File: src/rtl/frequency_analyzer_pkg.sv
// Shared types for the frequency analyzer manager: controller states and the
// per-window symbol decision.
package frequency_analyzer_pkg;

  typedef enum logic [2:0] {
    IDLE    = 3'd0,
    CLEAR   = 3'd1,
    MEASURE = 3'd2,
    SETTLE  = 3'd3,
    CAPTURE = 3'd4,
    OUTPUT  = 3'd5
  } state_t;

  typedef struct packed {
    logic symbol;
    logic error;
  } decision_t;

  localparam decision_t DECISION_RESET = '{symbol: 1'b0, error: 1'b0};

endpackage

File: src/rtl/frequency_analyzer_manager_window_timer.sv
// Loadable down-counter; terminal_pulse fires for exactly one cycle when a
// loaded count reaches zero (value N gives the pulse N cycles after the load).
module window_timer #(
  parameter int WIDTH = 16
) (
  input  logic             clock,
  input  logic             reset,
  input  logic             load,
  input  logic [WIDTH-1:0] load_value,
  output logic             terminal_pulse
);

  logic [WIDTH-1:0] count_q, count_d;
  logic             armed_q, armed_d;

  always_comb begin
    count_d = count_q;
    armed_d = armed_q;
    if (load) begin
      count_d = load_value;
      armed_d = 1'b1;
    end else if (count_q != '0) begin
      count_d = count_q - 1'b1;
    end else begin
      armed_d = 1'b0;
    end
  end

  always_ff @(posedge clock) begin
    if (reset) begin
      count_q <= '0;
      armed_q <= 1'b0;
    end else begin
      count_q <= count_d;
      armed_q <= armed_d;
    end
  end

  assign terminal_pulse = armed_q && (count_q == '0);

endmodule

File: src/rtl/frequency_analyzer_manager.sv
// Sequences a frequency_analyzer through back-to-back measurement windows and
// emits one classified symbol per window. FREQUENCY_ANALYZER_MANAGER_OVERRUN_EN
// enables dropping results that wait WINDOW_CYCLES without a handshake.
module frequency_analyzer_manager
  import frequency_analyzer_pkg::*;
#(
  parameter int unsigned WINDOW_CYCLES = 20000,
  parameter int unsigned CLEAR_CYCLES  = 2,
  parameter int unsigned MIN_COUNT     = 4,
  parameter int          VALUE_WIDTH   = 32
) (
  input  logic                   clock,
  input  logic                   reset,
  input  logic                   start,
  input  logic                   stop,
  output logic                   analyzer_enable,
  output logic                   analyzer_clear,
  input  logic [VALUE_WIDTH-1:0] f0_value,
  input  logic [VALUE_WIDTH-1:0] f1_value,
  output logic                   symbol_valid,
  input  logic                   symbol_ready,
  output logic                   symbol,
  output logic                   symbol_error,
  output logic                   busy,
  output logic [15:0]            window_count,
  output logic                   overrun
);

  localparam int unsigned MAX_LOAD    = (WINDOW_CYCLES > CLEAR_CYCLES) ? WINDOW_CYCLES : CLEAR_CYCLES;
  localparam int          TIMER_WIDTH = $clog2(MAX_LOAD + 1);
  localparam logic [TIMER_WIDTH-1:0] CLEAR_LOAD  = TIMER_WIDTH'(CLEAR_CYCLES - 1);
  localparam logic [TIMER_WIDTH-1:0] WINDOW_LOAD = TIMER_WIDTH'(WINDOW_CYCLES - 1);
  localparam logic [VALUE_WIDTH-1:0] MIN_VALUE   = VALUE_WIDTH'(MIN_COUNT);

  state_t                 state_q, state_d;
  logic                   stop_pending_q, stop_pending_d;
  decision_t              decision_q, decision_d, decision_now;
  logic [15:0]            window_count_q, window_count_d;
  logic                   overrun_q, overrun_d;
  logic                   enable_q, enable_d;
  logic                   clear_q, clear_d;
  logic                   valid_q, valid_d;
  logic                   busy_q, busy_d;
  logic                   timer_load;
  logic [TIMER_WIDTH-1:0] timer_value;
  logic                   timer_done;
  logic                   leave_output;

  window_timer #(
    .WIDTH(TIMER_WIDTH)
  ) u_window_timer (
    .clock          (clock),
    .reset          (reset),
    .load           (timer_load),
    .load_value     (timer_value),
    .terminal_pulse (timer_done)
  );

  // Ties and sub-threshold counts are undecidable and reported as errors.
  always_comb begin
    decision_now = '{symbol: 1'b0, error: 1'b1};
    if (f0_value >= MIN_VALUE && f0_value > f1_value) begin
      decision_now = '{symbol: 1'b0, error: 1'b0};
    end else if (f1_value >= MIN_VALUE && f1_value > f0_value) begin
      decision_now = '{symbol: 1'b1, error: 1'b0};
    end
  end

  always_comb begin
    state_d        = state_q;
    stop_pending_d = stop_pending_q;
    decision_d     = decision_q;
    window_count_d = window_count_q;
    overrun_d      = overrun_q;
    timer_load     = 1'b0;
    timer_value    = CLEAR_LOAD;
    leave_output   = 1'b0;

    if (stop && state_q != IDLE) begin
      stop_pending_d = 1'b1;
    end

    case (state_q)
      IDLE: begin
        if (start && !stop) begin
          state_d    = CLEAR;
          timer_load = 1'b1;
          timer_value = CLEAR_LOAD;
        end
      end
      CLEAR: begin
        if (timer_done) begin
          state_d     = MEASURE;
          timer_load  = 1'b1;
          timer_value = WINDOW_LOAD;
        end
      end
      MEASURE: begin
        if (timer_done) begin
          state_d = SETTLE;
        end
      end
      SETTLE: begin
        state_d = CAPTURE;
      end
      CAPTURE: begin
        decision_d  = decision_now;
        state_d     = OUTPUT;
        timer_load  = 1'b1;
        timer_value = WINDOW_LOAD;
      end
      OUTPUT: begin
        if (symbol_ready) begin
          window_count_d = window_count_q + 16'd1;
          leave_output   = 1'b1;
`ifdef FREQUENCY_ANALYZER_MANAGER_OVERRUN_EN
        end else if (timer_done) begin
          overrun_d    = 1'b1;
          leave_output = 1'b1;
`endif
        end
        // A stop arriving in the final OUTPUT cycle still prevents another window.
        if (leave_output) begin
          if (stop_pending_q || stop) begin
            state_d = IDLE;
          end else begin
            state_d     = CLEAR;
            timer_load  = 1'b1;
            timer_value = CLEAR_LOAD;
          end
        end
      end
      default: begin
        state_d = IDLE;
      end
    endcase

    if (state_d == IDLE) begin
      stop_pending_d = 1'b0;
    end
  end

  // Outputs are decoded from the next state so every port comes from a flop.
  always_comb begin
    enable_d = 1'b0;
    clear_d  = 1'b1;
    case (state_d)
      IDLE: begin
        enable_d = 1'b0;
        clear_d  = 1'b0;
      end
      CLEAR: begin
        enable_d = 1'b1;
        clear_d  = 1'b0;
      end
      MEASURE: begin
        enable_d = 1'b1;
        clear_d  = 1'b1;
      end
      default: begin
        enable_d = 1'b0;
        clear_d  = 1'b1;
      end
    endcase
    valid_d = (state_d == OUTPUT);
    busy_d  = (state_d != IDLE);
  end

  always_ff @(posedge clock) begin
    if (reset) begin
      state_q        <= IDLE;
      stop_pending_q <= 1'b0;
      decision_q     <= DECISION_RESET;
      window_count_q <= 16'd0;
      overrun_q      <= 1'b0;
      enable_q       <= 1'b0;
      clear_q        <= 1'b0;
      valid_q        <= 1'b0;
      busy_q         <= 1'b0;
    end else begin
      state_q        <= state_d;
      stop_pending_q <= stop_pending_d;
      decision_q     <= decision_d;
      window_count_q <= window_count_d;
      overrun_q      <= overrun_d;
      enable_q       <= enable_d;
      clear_q        <= clear_d;
      valid_q        <= valid_d;
      busy_q         <= busy_d;
    end
  end

  assign analyzer_enable = enable_q;
  assign analyzer_clear  = clear_q;
  assign symbol_valid    = valid_q;
  assign symbol          = decision_q.symbol;
  assign symbol_error    = decision_q.error;
  assign busy            = busy_q;
  assign window_count    = window_count_q;
  assign overrun         = overrun_q;

endmodule

File: config.mk
export PLATFORM = sky130hd
export DESIGN_NAME = frequency_analyzer_manager
export DESIGN_NICKNAME = d
export VERILOG_FILES = /design/src/rtl/frequency_analyzer_pkg.sv /design/src/rtl/frequency_analyzer_manager_window_timer.sv /design/src/rtl/frequency_analyzer_manager.sv
export SDC_FILE = /design/constraint.sdc
export NUM_CORES = 1
export LEC_CHECK = 0
export BUFFER_PORTS_ARGS = -buffer_cell sky130_fd_sc_hd__buf_4
export CAP_MARGIN = 10
export CORE_ASPECT_RATIO = 1.75
export CORE_MARGIN = 2
export CORE_UTILIZATION = 52
export CTS_CLUSTER_SIZE = 10
export DETAILED_ROUTE_END_ITERATION = 12
export GPL_ROUTABILITY_DRIVEN = 0
export PLACE_DENSITY = 0.81
export REMOVE_ABC_BUFFERS = 1
export SYNTH_ARGS = -nofsm -noshare
export SYNTH_HDL_FRONTEND = slang
export SYNTH_HIERARCHICAL = 1
export SYNTH_SLANG_ARGS = --single-unit
File: constraint.sdc
create_clock -name clock -period 4.13 [get_ports clock]
set_input_delay 0.2065 -clock clock [delete_from_list [all_inputs] [get_ports clock]]
set_output_delay 0.2065 -clock clock [all_outputs]
set_load 0.005 [all_outputs]
# Word level (Yosys, flattened, before mapping)
# Cells that the tools add are included.
[word_totals] output_inout_bits=23 inputBits=69 word_cells=67 ff_bits=42
[op_classes] n_eq_ne=9 n_lt_le_gt_ge=4 muxes=23 reduce_logical=18 addsub=2
[op_table] op="$ge A32 B3 Y1 const B" n=2
[op_table] op="$gt A32 B32 Y1" n=2
[op_table] op="$mux W15" n=3
[op_table] op="$pmux W15 S2" n=1
[op_table] op="$pmux W3 S6" n=1
[op_table] op="$add A16 B1 Y16 const B" n=1
[op_table] op="$logic_not A15 Y1" n=1
[op_table] op="$reduce_bool A15 Y1" n=1
[op_table] op="$sub A15 B1 Y15 const B" n=1
[op_table] op="$mux W3" n=4
[op_table] op="$mux W1" n=11
[op_table] op="$eq A3 B2 Y1 const B" n=3
[op_table] op="$eq A3 B3 Y1 const B" n=3
[op_table] op="$eq A3 B1 Y1 const B" n=2
[op_table] op="$logic_not A3 Y1" n=2
[op_table] op="$reduce_bool A3 Y1" n=2
[op_table] op="$reduce_or A2 Y1" n=3
[op_table] op="$logic_and A1 B1 Y1" n=5
[op_table] op="$mux W2" n=2
[op_table] op="$pmux W1 S4" n=1
[op_table] op="$ne A2 B2 Y1 const B" n=1
[op_table] op="$reduce_and A2 Y1" n=1
[op_table] op="$reduce_bool A2 Y1" n=1
[op_table] op="$logic_not A1 Y1" n=1
[op_table] op="$logic_or A1 B1 Y1" n=1

# Longest topological paths before layout
# Gate-level depths: netlist (run 1).
[depth] word_depth=7 depth_mapped=13 depth_no_buf=13

# Modules after synthesis
# Netlist (run 1), hierarchy kept.
[by_module_without_submodules] mod="frequency_analyzer_manager" area_per_inst_um2=2155.8 n_inst=1 cells_per_inst=272 seq_area_each_um2=520.5
[by_module_without_submodules] mod="window_timer" area_per_inst_um2=883.3 n_inst=1 cells_per_inst=107 seq_area_each_um2=320.3

# Least setup slack after synthesis (run 1)
# OpenSTA, ideal clock, no wires.
[synth_timing] path_kind="reg2reg" startpoint="reg u_window_timer.count_q[0]" endpoint="reg u_window_timer.count_q[10]" path_slack_ns=1.112 required_ns=3.997 n_path_buf=1 path_stages_with_launch=14 arrival_ns=2.885 synth_period_minus_slack_ns=3.018 setup_ns=0.133 cell_sequence="dfxtp_1 inv_1 ha_1 nor3b_4 nand2_2 nor3_1 nand2_1 mux2_2 nor2_1 or2_2 clkbuf_1 nor2_1 o21ai_1 o21ai_0"
[synth_via] elab_chain_len=5 elab_cells_between_ends=11 cone_classes="add/sub (1); mux (6); reduce/logical (4)"
[synth_lines] element="from (decl)" line_no="frequency_analyzer_manager_window_timer.sv:13" source="logic [WIDTH-1:0] count_q, count_d;"
[synth_lines] element="from (signal assigned)" line_no="frequency_analyzer_manager_window_timer.sv:34" source="count_q <= count_d;"
[synth_lines] element="$logic_not A15 Y1" line_no="frequency_analyzer_manager_window_timer.sv:39" source="assign terminal_pulse = armed_q && (count_q == '0);"
[synth_lines] element="$logic_and A1 B1 Y1" line_no="frequency_analyzer_manager_window_timer.sv:39"
[synth_lines] element="net timer_done" line_no="frequency_analyzer_manager.sv:46" source="logic timer_done;"
[synth_lines] element="$mux W15" line_no="frequency_analyzer_manager.sv:92" source="if (timer_done) begin"
[synth_lines] element="$pmux W15 S2" line_no="frequency_analyzer_manager.sv:83" source="case (state_q)"
[synth_lines] element="net timer_value[10]" line_no="frequency_analyzer_manager.sv:45" source="logic [TIMER_WIDTH-1:0] timer_value;"
[synth_lines] element="$mux W15" line_no="frequency_analyzer_manager_window_timer.sv:19" source="if (load) begin"
# The timed path passes the listed nets, and every way through them passes these cells. The select of a mux whose other input is x is not followed.
# A chain may end at the register's enable or synchronous reset.

# Final worst setup path (run 1)
[layout_timing] startpoint="reg u_window_timer.count_q[0]" endpoint="reg u_window_timer.count_q[11]"
[layout_via] elab_chain_len=5 elab_cells_between_ends=11 cone_classes="add/sub (1); mux (6); reduce/logical (4)"
[layout_lines] element="$logic_not A15 Y1 *" line_no="frequency_analyzer_manager_window_timer.sv:39"
[layout_lines] element="$logic_and A1 B1 Y1 *" line_no="frequency_analyzer_manager_window_timer.sv:39"
[layout_lines] element="net timer_done" line_no="frequency_analyzer_manager.sv:46"
[layout_lines] element="$mux W1 *" line_no="frequency_analyzer_manager.sv:92"
[layout_lines] element="$pmux W1 S4 *" line_no="frequency_analyzer_manager.sv:83"
[layout_lines] element="net timer_load" line_no="frequency_analyzer_manager.sv:44" source="logic timer_load;"
[layout_lines] element="$mux W15 / $reduce_bool A2 Y1 (equally long branches)"
# The timed path passes the listed nets; every way through them passes the cells marked *. The select of a mux whose other input is x is not followed.

==> results.txt, run 1 <==
The most critical setup path has its startpoint at u_window_timer/count_q[0]. The largest individual stage delay along the critical path comes from the cell sky130_fd_sc_hd__nor3_1. The final count of pins violating max slew is 0.

The slack of the worst reg-to-reg path came out at 0.52 ns. The count of input and output buffers is 90. Headroom to the max-slew limit came out at 58.85%. For this run, asynchronously set or reset flops after synthesis account for 0%. The post-synthesis average cell area came out at 8.019 µm².

From left edge to right edge, the die measures 61.79 µm. The number of antenna diodes is 0. The area of all sequential standard cells is 840.8 µm². The number of placed I/O pins came out at 92. The worst-skew pair later-pin latency came out at 0.30 ns.

The run finished with clean final reports. The cell-internal power came out at 0.8480 mW. The remaining design rule violation count is 0. The number of iterations in the first detailed-routing pass is 4. The worst setup path is captured at a register. The ratio of routed vias to standard cells is 5.510. The routed wire length per instance is 13.32 µm. The clock tree buffer depth came out at 2. The H-tree depth is 2. The count of yosys warnings during synthesis is 6. The number of global-route vias before repair was 3059. The tree is rooted in a sky130_fd_sc_hd__clkbuf_8. TritonCTS built the clock tree. The maximum clock skew at final layout came out at 0.008982 ns. The clock group share of total power came out at 19.4%. The maximum frequency from static timing analysis came out at 276.9 MHz.

Net switching is 39.01% of the power. The shortest period the worst path allows is 3.611 ns. The post-CTS setup buffer count came out at 0. Summed over all instances, the cell type with the most area after synthesis is sky130_fd_sc_hd__dfxtp_1. The first-pass GRT wire length is 12220 µm. Row generation in the floorplan step produced 36 rows. By area the synthesized netlist is led by sky130_fd_sc_hd__dfxtp_1 (28%), sky130_fd_sc_hd__ha_1 (14%), sky130_fd_sc_hd__inv_1 (5.1%), sky130_fd_sc_hd__nor2_1 (4.4%), sky130_fd_sc_hd__nand2_1 (4.3%). The setup violation total in the final timing report is 0.

The CTS buffer count came out at 5. The arrival time at the worst endpoint came out at 3.83 ns. The core region area came out at 5585 µm².

The share of the synthesized area in the top cell type is 27.67%. The leakage power is 1.802 nW. Synthesis produced 379 cells. The synthesized area is 3039 µm². The synthesis-to-finish area growth came out at 27.67%.

The share of the core filled with cells in the final layout is 69.47%. The worst setup path is launched from a register. The critical path goes through inv_1, ha_1, nor3b_4, nand2_2, nor3_1, nand2_1, mux2_2, nor2_1, buf_4, or2_2, clkinv_1, nor2_1, nand2_1, o21ai_0. The cts-stage hold buffer count is 0. The power density over the cells is 358.3 nW/µm². The power dissipated by switching net loads came out at 0.5423 mW. The number of failing hold endpoints at the final stage is 0.

The largest net degree at the start of global routing is 41. The effective utilization at floorplan came out at 54.41%. Summed over all failing endpoints, the final setup total negative slack is 0 ns. Max-cap violations in this run came to 0.

The net count of the finished layout is 577. Cells with a size suffix above 1 make up 25.47% of the layout. The count of vias placed by the detailed router came out at 3036. The classification of the worst-slack hold path is in -> reg. The count of cells resized by post-cts repair is 0.

The required time at the endpoint of the critical path is 4.35 ns. The kind of critical path is reg -> reg. The largest fanout on the critical path came out at 11. The number of fill cells in the layout is 481. The design draws 1.390 mW.

The commonest cells after synthesis are sky130_fd_sc_hd__dfxtp_1 (42), sky130_fd_sc_hd__inv_1 (41), sky130_fd_sc_hd__nor2_1 (36). For this block, the routed nets add up to 7339 µm of wire. The portion of the clock cycle consumed by the worst path in the final layout came out at 87.44%. The share of power burned in registers came out at 38.8%. For this run, the slowest stage of the critical path takes 0.54 ns. At the pin with the least slew margin, the transition time is 0.6116 ns. The overall die area is 6496 µm². The number of synthesized register bits is 42. The relative contribution of combinational cells to total power is 41.8%. The multi-input combinational cells in the finished layout cover a total of 2007 µm². The worst hold path begins at stop. The HPWL after detailed placement is 6149 µm. In the post-synthesis netlist, the cell with the most instances is sky130_fd_sc_hd__dfxtp_1. In this run the critical register-to-register path is launched from u_window_timer/count_q[0]. The remaining global-route overflow came out at 0.

The remaining number of nets flagged by the antenna check after routing came out at 0. After clock tree synthesis, the clock-pin slew on the worst setup and hold paths is 0.08 ns. The number of antenna violations at the first check in global routing is 0. The global-route usage over all layers is 23.77%. Setup repair after global routing left no endpoint under its margin. From bottom edge to top edge, the die measures 105.1 µm. For this run, the leading register cell type out of synthesis is sky130_fd_sc_hd__dfxtp_1.

The clock drives 42 sinks. In this run, the number of DRC markers left after iteration 0 of detailed routing was 105. The number of enable flip-flop cells after synthesis came out at 0. The maximum vdd ir drop is 0.0001757 V. The sequential area share after synthesis came out at 27.67%. The number of different library cells used by synthesis comes to 59.
==> area by class of cell <==
| class | count | share of cell area [%] |
|---|---|---|
| well taps | 76 | 2.451 |
| inverters | 43 | 4.160 |
| repair buffers | 91 | 17.61 |
| clock inverters | 3 | 0.6127 |
| multi-input cells | 291 | 51.73 |
| flip-flops and latches | 42 | 21.67 |
| clock buffers | 5 | 1.774 |
==> sequential cells by signal, summed over array words and instances (netlist names) <==
name,count
symbol_error,1
u_window_timer/count_q,15
state_q,3
u_window_timer/armed_q,1
symbol,1
stop_pending_q,1
busy,1
analyzer_clear,1
symbol_valid,1
analyzer_enable,1
window_count,16
==> layer usage <==
layer / vias up / GRT usage [%] / share of wire (%)
li1: 1520 / - / -
met1: 1378 / 23.35 / 36
met2: 110 / 45.11 / 56
met3: 28 / 3.465 / 4.5
met4: 0 / 10.18 / 3.8
met5: - / 0 / 0
==> power by group through the flow <==
stage	clock network, mW	registers [mW]	logic (mW)
after floorplan	0	0.536	0.406
after global placement	0	0.545	0.556
after detailed placement	0	0.549	0.566
after CTS	0.276	0.539	0.574
after global routing	0.293	0.550	0.643
final	0.270	0.540	0.581
==> worst paths after layout <==
kind,end,depth (start not counted)
worst min register to register,stop_pending_q,1
worst max-delay path,u_window_timer/count_q[11],14
worst min-delay path,stop_pending_q,3
worst max register to register,u_window_timer/count_q[11],14
==> per-stage QoR <==
step / setup WS (ns) / area, µm² / hold slack, ns / std cells
global route: 0.1696 / 3880 / 0.2583 / 551
global placement: 0.7595 / 3787 / 0.4476 / 543
CTS: 0.5867 / 3880 / 0.2352 / 551
floorplan: 1.000 / 3009 / 0.2744 / 376
finish: 0.5189 / 3880 / 0.2379 / 551
detailed placement: 0.6313 / 3787 / 0.4524 / 543
==> kinds of logic (layout without fill, tap and decap cells) <==
logic type                 count (synthesis)  in the layout  synth area share, %
AOI/OAI and AO/OA                         71             71                15.69
xor gates and xnor gates                  21             21                6.052
adders and majority gates                 34             34                14.00
buffers and inverters                     53            142                7.163
DFF                                       42             42                27.67
muxes                                      3              3                1.070
other                                      2              9               0.2471
and+or+nand+nor                          153            153                28.12
==> cell usage in the layout (no fill, tap or decap), types with 3 or more instances in the layout <==
cell and instances:
sky130_fd_sc_hd__nor4_1 16, sky130_fd_sc_hd__nand2_1 35, sky130_fd_sc_hd__o21ai_0 20, sky130_fd_sc_hd__ha_1 34, sky130_fd_sc_hd__buf_4 91, sky130_fd_sc_hd__inv_1 41
sky130_fd_sc_hd__xnor2_1 7, sky130_fd_sc_hd__conb_1 9, sky130_fd_sc_hd__dfxtp_1 42, sky130_fd_sc_hd__o211ai_1 5, sky130_fd_sc_hd__nand3_1 7, sky130_fd_sc_hd__and3_1 4
sky130_fd_sc_hd__clkbuf_8 5, sky130_fd_sc_hd__a21o_1 3, sky130_fd_sc_hd__xor2_1 14, sky130_fd_sc_hd__nand4_1 14, sky130_fd_sc_hd__a211oi_1 3, sky130_fd_sc_hd__nor3_1 10
sky130_fd_sc_hd__nand2b_1 3, sky130_fd_sc_hd__or3_1 4, sky130_fd_sc_hd__a21oi_1 20, sky130_fd_sc_hd__nor2b_1 3, sky130_fd_sc_hd__nor2_1 36
==> critical path: cells and delay by family (launching register included) <==
kind                     cells  cell delay [ns]
AND/OR/NAND/NOR              8             2.13
buffers and inverters        3             0.50
flip-flops                   1             0.36
multiplexers                 1             0.28
adder cells (fa/ha/maj)      1             0.18
AO/OA/AOI/OAI                1             0.09
(Power assumes the default switching activity.)
==> run 2, diff against run 1 <==
Settings changed: RECOVER_POWER from default to 50.
==> results.txt, run 2 (synthesis results as in run 1) <==
The wire length after detailed routing is 7369 µm. The remaining design rule violation count is 0. In this run the power density over the cells is 361.9 nW/µm².

Counting tap cells, the placed design contains a total of 543 instances. The number of fill cells in the layout came out at 492. The synthesis-to-finish area growth is 25.94%.

The routed wire length per instance is 13.37 µm. The number of iterations in the first detailed-routing pass came out at 5. The clock transition at the registers of the reported paths is 0.08 ns.

The worst-skew pair later-pin latency came out at 0.29 ns. The H-tree depth is 2. The final critical path takes up 86.93% of the cycle. The number of max-capacitance violations reported is 0.

The largest fanout on the critical path is 11. The region available for standard cell placement spans 5585 µm². The final count of pins violating max slew is 0. The count of vias placed by the detailed router came out at 3032.

The top cell types in the final layout, fill and taps aside, are sky130_fd_sc_hd__buf_4 (69), sky130_fd_sc_hd__dfxtp_1 (42), sky130_fd_sc_hd__inv_1 (41). The number of antenna violations at the first check in global routing is 0. Post-CTS timing repair inserted 0 buffers for setup. The overall die area is 6496 µm². Across every metal layer, demand over resource in global routing totals 23.77%. The tree is rooted in a sky130_fd_sc_hd__clkbuf_8.

The effective utilization at floorplan is 54.41%. The die is 105.1 µm tall. The clock arrives with 0.008777 ns of skew. The leakage power came out at 1.741 nW. The placed wire-length estimate is 6149 µm.

The number of placement rows came out at 36. The share of cells above drive strength 1 is 23.58%. After the last flow step, the layout net total stands at 577.

The worst-case IR drop observed on VDD is 0.0001756 V. The number of failing hold endpoints at the final stage is 0. The largest net degree at the start of global routing came out at 41.

The total negative slack came out at 0 ns. The worst hold path belongs to the class in -> reg. The floorplan die width came out at 61.79 µm. The flow ran to the end, and the final reports show no timing, DRC or antenna violations.

The register with the most flip-flops in the layout has 16 of them. The ratio of routed vias to standard cells came out at 5.503. The critical path startpoint category is a register. The worst-case hold slack is 0.2397 ns. Summed over all layers, the global routing overflow is 0. The number of global-route vias before repair came to 3059. The number of antenna diodes in the final layout is 0. For the pin with the worst max-slew slack, the measured transition is 0.6312 ns. The first-pass GRT wire length is 12220 µm.

The cts-stage hold buffer count came out at 0. The CTS buffer count is 5. The number of violations reported at the end of detailed-routing iteration 0 is 96. The number of clock sinks came out at 42. The count of input and output buffers is 90. The shortest period the worst path allows is 3.590 ns. The worst pin sits at a relative slew slack of 57.54%. Setup violations remaining at the end of the flow were counted as 0. Setup repair after global routing left no endpoint under its margin. Data on the critical path is required at its endpoint by 4.35 ns. The count of cells resized by post-cts repair came out at 0. The number of cells in the finished layout apart from fillers came out at 551. TritonCTS built the clock tree. The maximum frequency from static timing analysis came out at 278.5 MHz. The detail route stage leaves a number of antenna-violating nets equal to 0. The library cell used most frequently in the layout, excluding fill and tap cells, is sky130_fd_sc_hd__buf_4. The clock tree buffer depth is 2. The nature of the critical path endpoint is a register. The arrival time at the worst endpoint is 3.81 ns. The number of placed I/O pins is 92. The setup path with the least slack is of type reg -> reg.
[run 2: worst paths after layout]
kind                                                start                    endpoint  slack [ns]  cells past startpoint
worst max-delay path            u_window_timer/count_q[0]  u_window_timer/count_q[11]        0.54                     14
worst min-delay path                                 stop              stop_pending_q        0.24                      3
worst max register to register  u_window_timer/count_q[0]  u_window_timer/count_q[11]        0.54                     14
worst min register to register             stop_pending_q              stop_pending_q        0.47                      1
[run 2: routing by layer]
layer	vias to the layer above	routed length, µm	track usage (%)
met5	-	0	0
met4	0	212	10.18
met3	21	352	3.465
met2	110	4189	45.11
met1	1380	2615	23.35
li1	1521	-	-
[run 2: final cells by class]
| type | count | area [µm²] | area share (%) |
|---|---|---|---|
| multi-input cells | 291 | 1973 | 51.55 |
| flip-flops and latches | 42 | 840.8 | 21.97 |
| repair buffers | 91 | 664.4 | 17.36 |
| inverters | 43 | 161.4 | 4.217 |
| well taps | 76 | 95.09 | 2.484 |
| clock buffers | 5 | 68.82 | 1.798 |
| clock inverters | 3 | 23.77 | 0.6211 |
[run 2: per-stage QoR]
stage / instance area [µm²] / utilization (%) / setup WS, ns / power [mW]
2_1_floorplan: 3009 / - / 1.000 / 0.9415
4_1_cts: 3880 / 69.47 / 0.5867 / 1.389
3_5_place_dp: 3787 / 67.81 / 0.6313 / 1.115
5_1_grt: 3827 / 68.53 / 0.1696 / 1.483
3_3_place_gp: 3787 / 67.81 / 0.7595 / 1.100
6_report: 3827 / 68.53 / 0.5396 / 1.385
[run 2: where the power goes]
| part | total [mW] | switching, mW | leakage, nW | internal (mW) |
|---|---|---|---|---|
| combinational | 0.577 | 0.317 | 1.36 | 0.260 |
| sequential | 0.540 | 0.0740 | 0.342 | 0.466 |
| clock | 0.269 | 0.148 | 0.0408 | 0.121 |
| total | 1.39 | 0.538 | 1.74 | 0.847 |
[run 2: critical path: stages (launching register included)]
cell,delay (ns)
sky130_fd_sc_hd__dfxtp_1,0.36
sky130_fd_sc_hd__inv_1,0.07
sky130_fd_sc_hd__ha_1,0.18
sky130_fd_sc_hd__nor3b_4,0.35
sky130_fd_sc_hd__nand2_2,0.18
sky130_fd_sc_hd__nor3_1,0.51
sky130_fd_sc_hd__nand2_1,0.13
sky130_fd_sc_hd__mux2_2,0.28
sky130_fd_sc_hd__nor2_1,0.08
sky130_fd_sc_hd__buf_4,0.17
sky130_fd_sc_hd__or2_2,0.24
sky130_fd_sc_hd__clkinv_1,0.26
sky130_fd_sc_hd__nor2_1,0.50
sky130_fd_sc_hd__nand2_1,0.10
sky130_fd_sc_hd__o21ai_0,0.09
==> run 3, diff against run 2 <==
Settings changed: CORE_UTILIZATION 52 to 56, PLACE_DENSITY 0.81 to 0.86.
Clock period 4.13 ns to 4.5 ns, I/O delays scaled along.
==> results.txt, run 3 (synthesis results as in run 1) <==
The H-tree depth is 2. The first TritonRoute pass finished after 5 iterations. The slew of the pin with the lowest slew margin is 0.5786 ns. The count of vias placed by the detailed router is 3034.

The number of placed I/O pins is 92. Global routing used 24.54% of the available tracks. The number of failing hold endpoints at the final stage came out at 0. The top cell types in the final layout, fill and taps aside, are sky130_fd_sc_hd__buf_4 (68), sky130_fd_sc_hd__dfxtp_1 (42), sky130_fd_sc_hd__inv_1 (41). The final design instance area without fill is 3806 µm². The number of antenna diodes came out at 0. The critical path startpoint category is a register. In this run the post-CTS setup repair buffer count came out at 0. The required time at the endpoint of the critical path came out at 4.71 ns. The core region area is 5255 µm². The remaining global-route overflow is 0. The longest clock path from root to sink contains 2 buffers. The placed wire-length estimate is 6173 µm. The vertical extent of the die came out at 101.5 µm. The flip-flop count of the largest register, all copies and words added is 16. The remaining number of nets flagged by the antenna check after routing is 0. The number of placement rows is 35. The routed wire length per instance is 13.91 µm.

The floorplan die width is 59.69 µm. The flow ran to the end, and the final reports show no timing, DRC or antenna violations. The maximum frequency from static timing analysis came out at 257.8 MHz. The count of input and output buffers is 90. The shortest period the worst path allows is 3.879 ns.

The total negative slack is 0 ns. Entering global routing, the biggest net connects 41 pins. The maximum vdd ir drop came out at 0.0001772 V. In this run the tightest slew margin relative to its limit is 61.11%. The overall die area came out at 6056 µm². The number of global-route vias before repair came out at 2932. The worst hold path belongs to the class in -> reg. The effective utilization at floorplan is 57.83%.

The largest stage delay on the critical path is 0.50 ns. The power density over the cells is 334.0 nW/µm². The number of max-capacitance violations reported is 0. In this run the clock root is driven by a sky130_fd_sc_hd__clkbuf_8. The maximum clock skew at final layout came out at 0.009909 ns. The setup violation total in the final timing report came out at 0.

The cts-stage hold buffer count is 0. The CTS buffer count is 5. The worst setup path is captured at a register.

Walking the worst path, the cells encountered are inv_1, ha_1, nor3b_4, nand2_2, nor3_1, nand2_1, mux2_2, nor2_1, or2_2, clkinv_1, nor2_1, nand2_1, o21ai_0. The synthesis-to-finish area growth came out at 25.24%. Setup repair after global routing left no endpoint under its margin. In the final layout, the share of cells above drive strength 1 is 24.05%.

The library cell used most frequently in the layout, excluding fill and tap cells, is sky130_fd_sc_hd__buf_4. In the routed layout, each cell is associated on average with a via count of 5.735. The count of cells resized by post-cts repair came out at 0.

For this design the static power due to leakage is 1.751 nW. The largest individual stage delay along the critical path comes from the cell sky130_fd_sc_hd__nor2_1. The number of antenna violations at the first check in global routing came out at 0.

In the finished design, the share of the clock period the worst path needs comes to 86.19%. The clock transition at the registers of the reported paths is 0.08 ns. After the last flow step, the layout net total stands at 576. The setup path with the least slack is of type reg -> reg. In this run, the number of DRC markers left after iteration 0 of detailed routing was 72. The final count of pins violating max slew was 0. Clock latency on the worst-skew pair, taken at its later pin, is 0.30 ns. The arrival time at the worst endpoint is 4.09 ns. The largest fanout on the critical path came out at 11. The remaining design rule violation count came out at 0.

The number of clock sinks came out at 42. The TritonCTS clock tree is yes. The slack of the worst reg-to-reg path is 0.62 ns. The cell area after placement came out at 3754 µm². The wire length after detailed routing is 7361 µm. The first-pass GRT wire length came out at 11790 µm.
-- run 3: cell types whose count changed in the layout (fill, tap and decap cells not counted), sizes merged --
cell      delta
clkinv       +1
buf          -2
clkbuf       +1
clkinvlp     -1
-- run 3: per-layer routing --
| layer | wire [µm] | vias up | GRT usage [%] |
|---|---|---|---|
| met5 | 0 | - | 0 |
| met4 | 259 | 0 | 13.50 |
| met3 | 300 | 25 | 3.193 |
| met2 | 4179 | 98 | 46.91 |
| met1 | 2622 | 1389 | 23.90 |
| li1 | - | 1522 | - |
-- run 3: final timing paths --
path	from	endpoint	cells past startpoint
max	u_window_timer/count_q[0]	u_window_timer/count_q[4]	13
min	stop	stop_pending_q	3
max reg2reg	u_window_timer/count_q[0]	u_window_timer/count_q[4]	13
min reg2reg	u_window_timer/armed_q	u_window_timer/armed_q	2
-- run 3: where the power goes --
| group | switching [mW] | internal (mW) |
|---|---|---|
| clock network | 0.138 | 0.112 |
| registers | 0.0676 | 0.427 |
| logic | 0.288 | 0.239 |
| total | 0.493 | 0.778 |
-- run 3: per-stage QoR --
stage          cells  setup WS [ns]  utilization [%]  total power [mW]  hold slack [ns]
5_1_grt          529         0.1502            72.43             1.364           0.2775
4_1_cts          529         0.6472            73.21             1.274           0.2477
2_1_floorplan    376          1.370                -            0.8641           0.2929
6_report         529         0.6215            72.43             1.271           0.2538
3_5_place_dp     521         0.7062            71.43             1.024           0.4687
3_3_place_gp     521         0.9026            71.43             1.010           0.4448
-- run 3: critical path, delay by kind of cell, from the launching register on --
family	cells	cell delay (ns)
flops	1	0.36
compound gates	1	0.11
fa+ha+maj	1	0.17
buf+inv	2	0.35
mux	1	0.28
simple gates	8	2.50
-- run 3: final cells by class --
type | count | area [µm²]
multi-input cells | 291 | 1973
well taps | 55 | 68.82
flip-flops and latches | 42 | 840.8
clock inverters | 3 | 25.02
clock buffers | 5 | 68.82
repair buffers | 90 | 668.1
inverters | 43 | 161.4
fillers | 435 | 1449
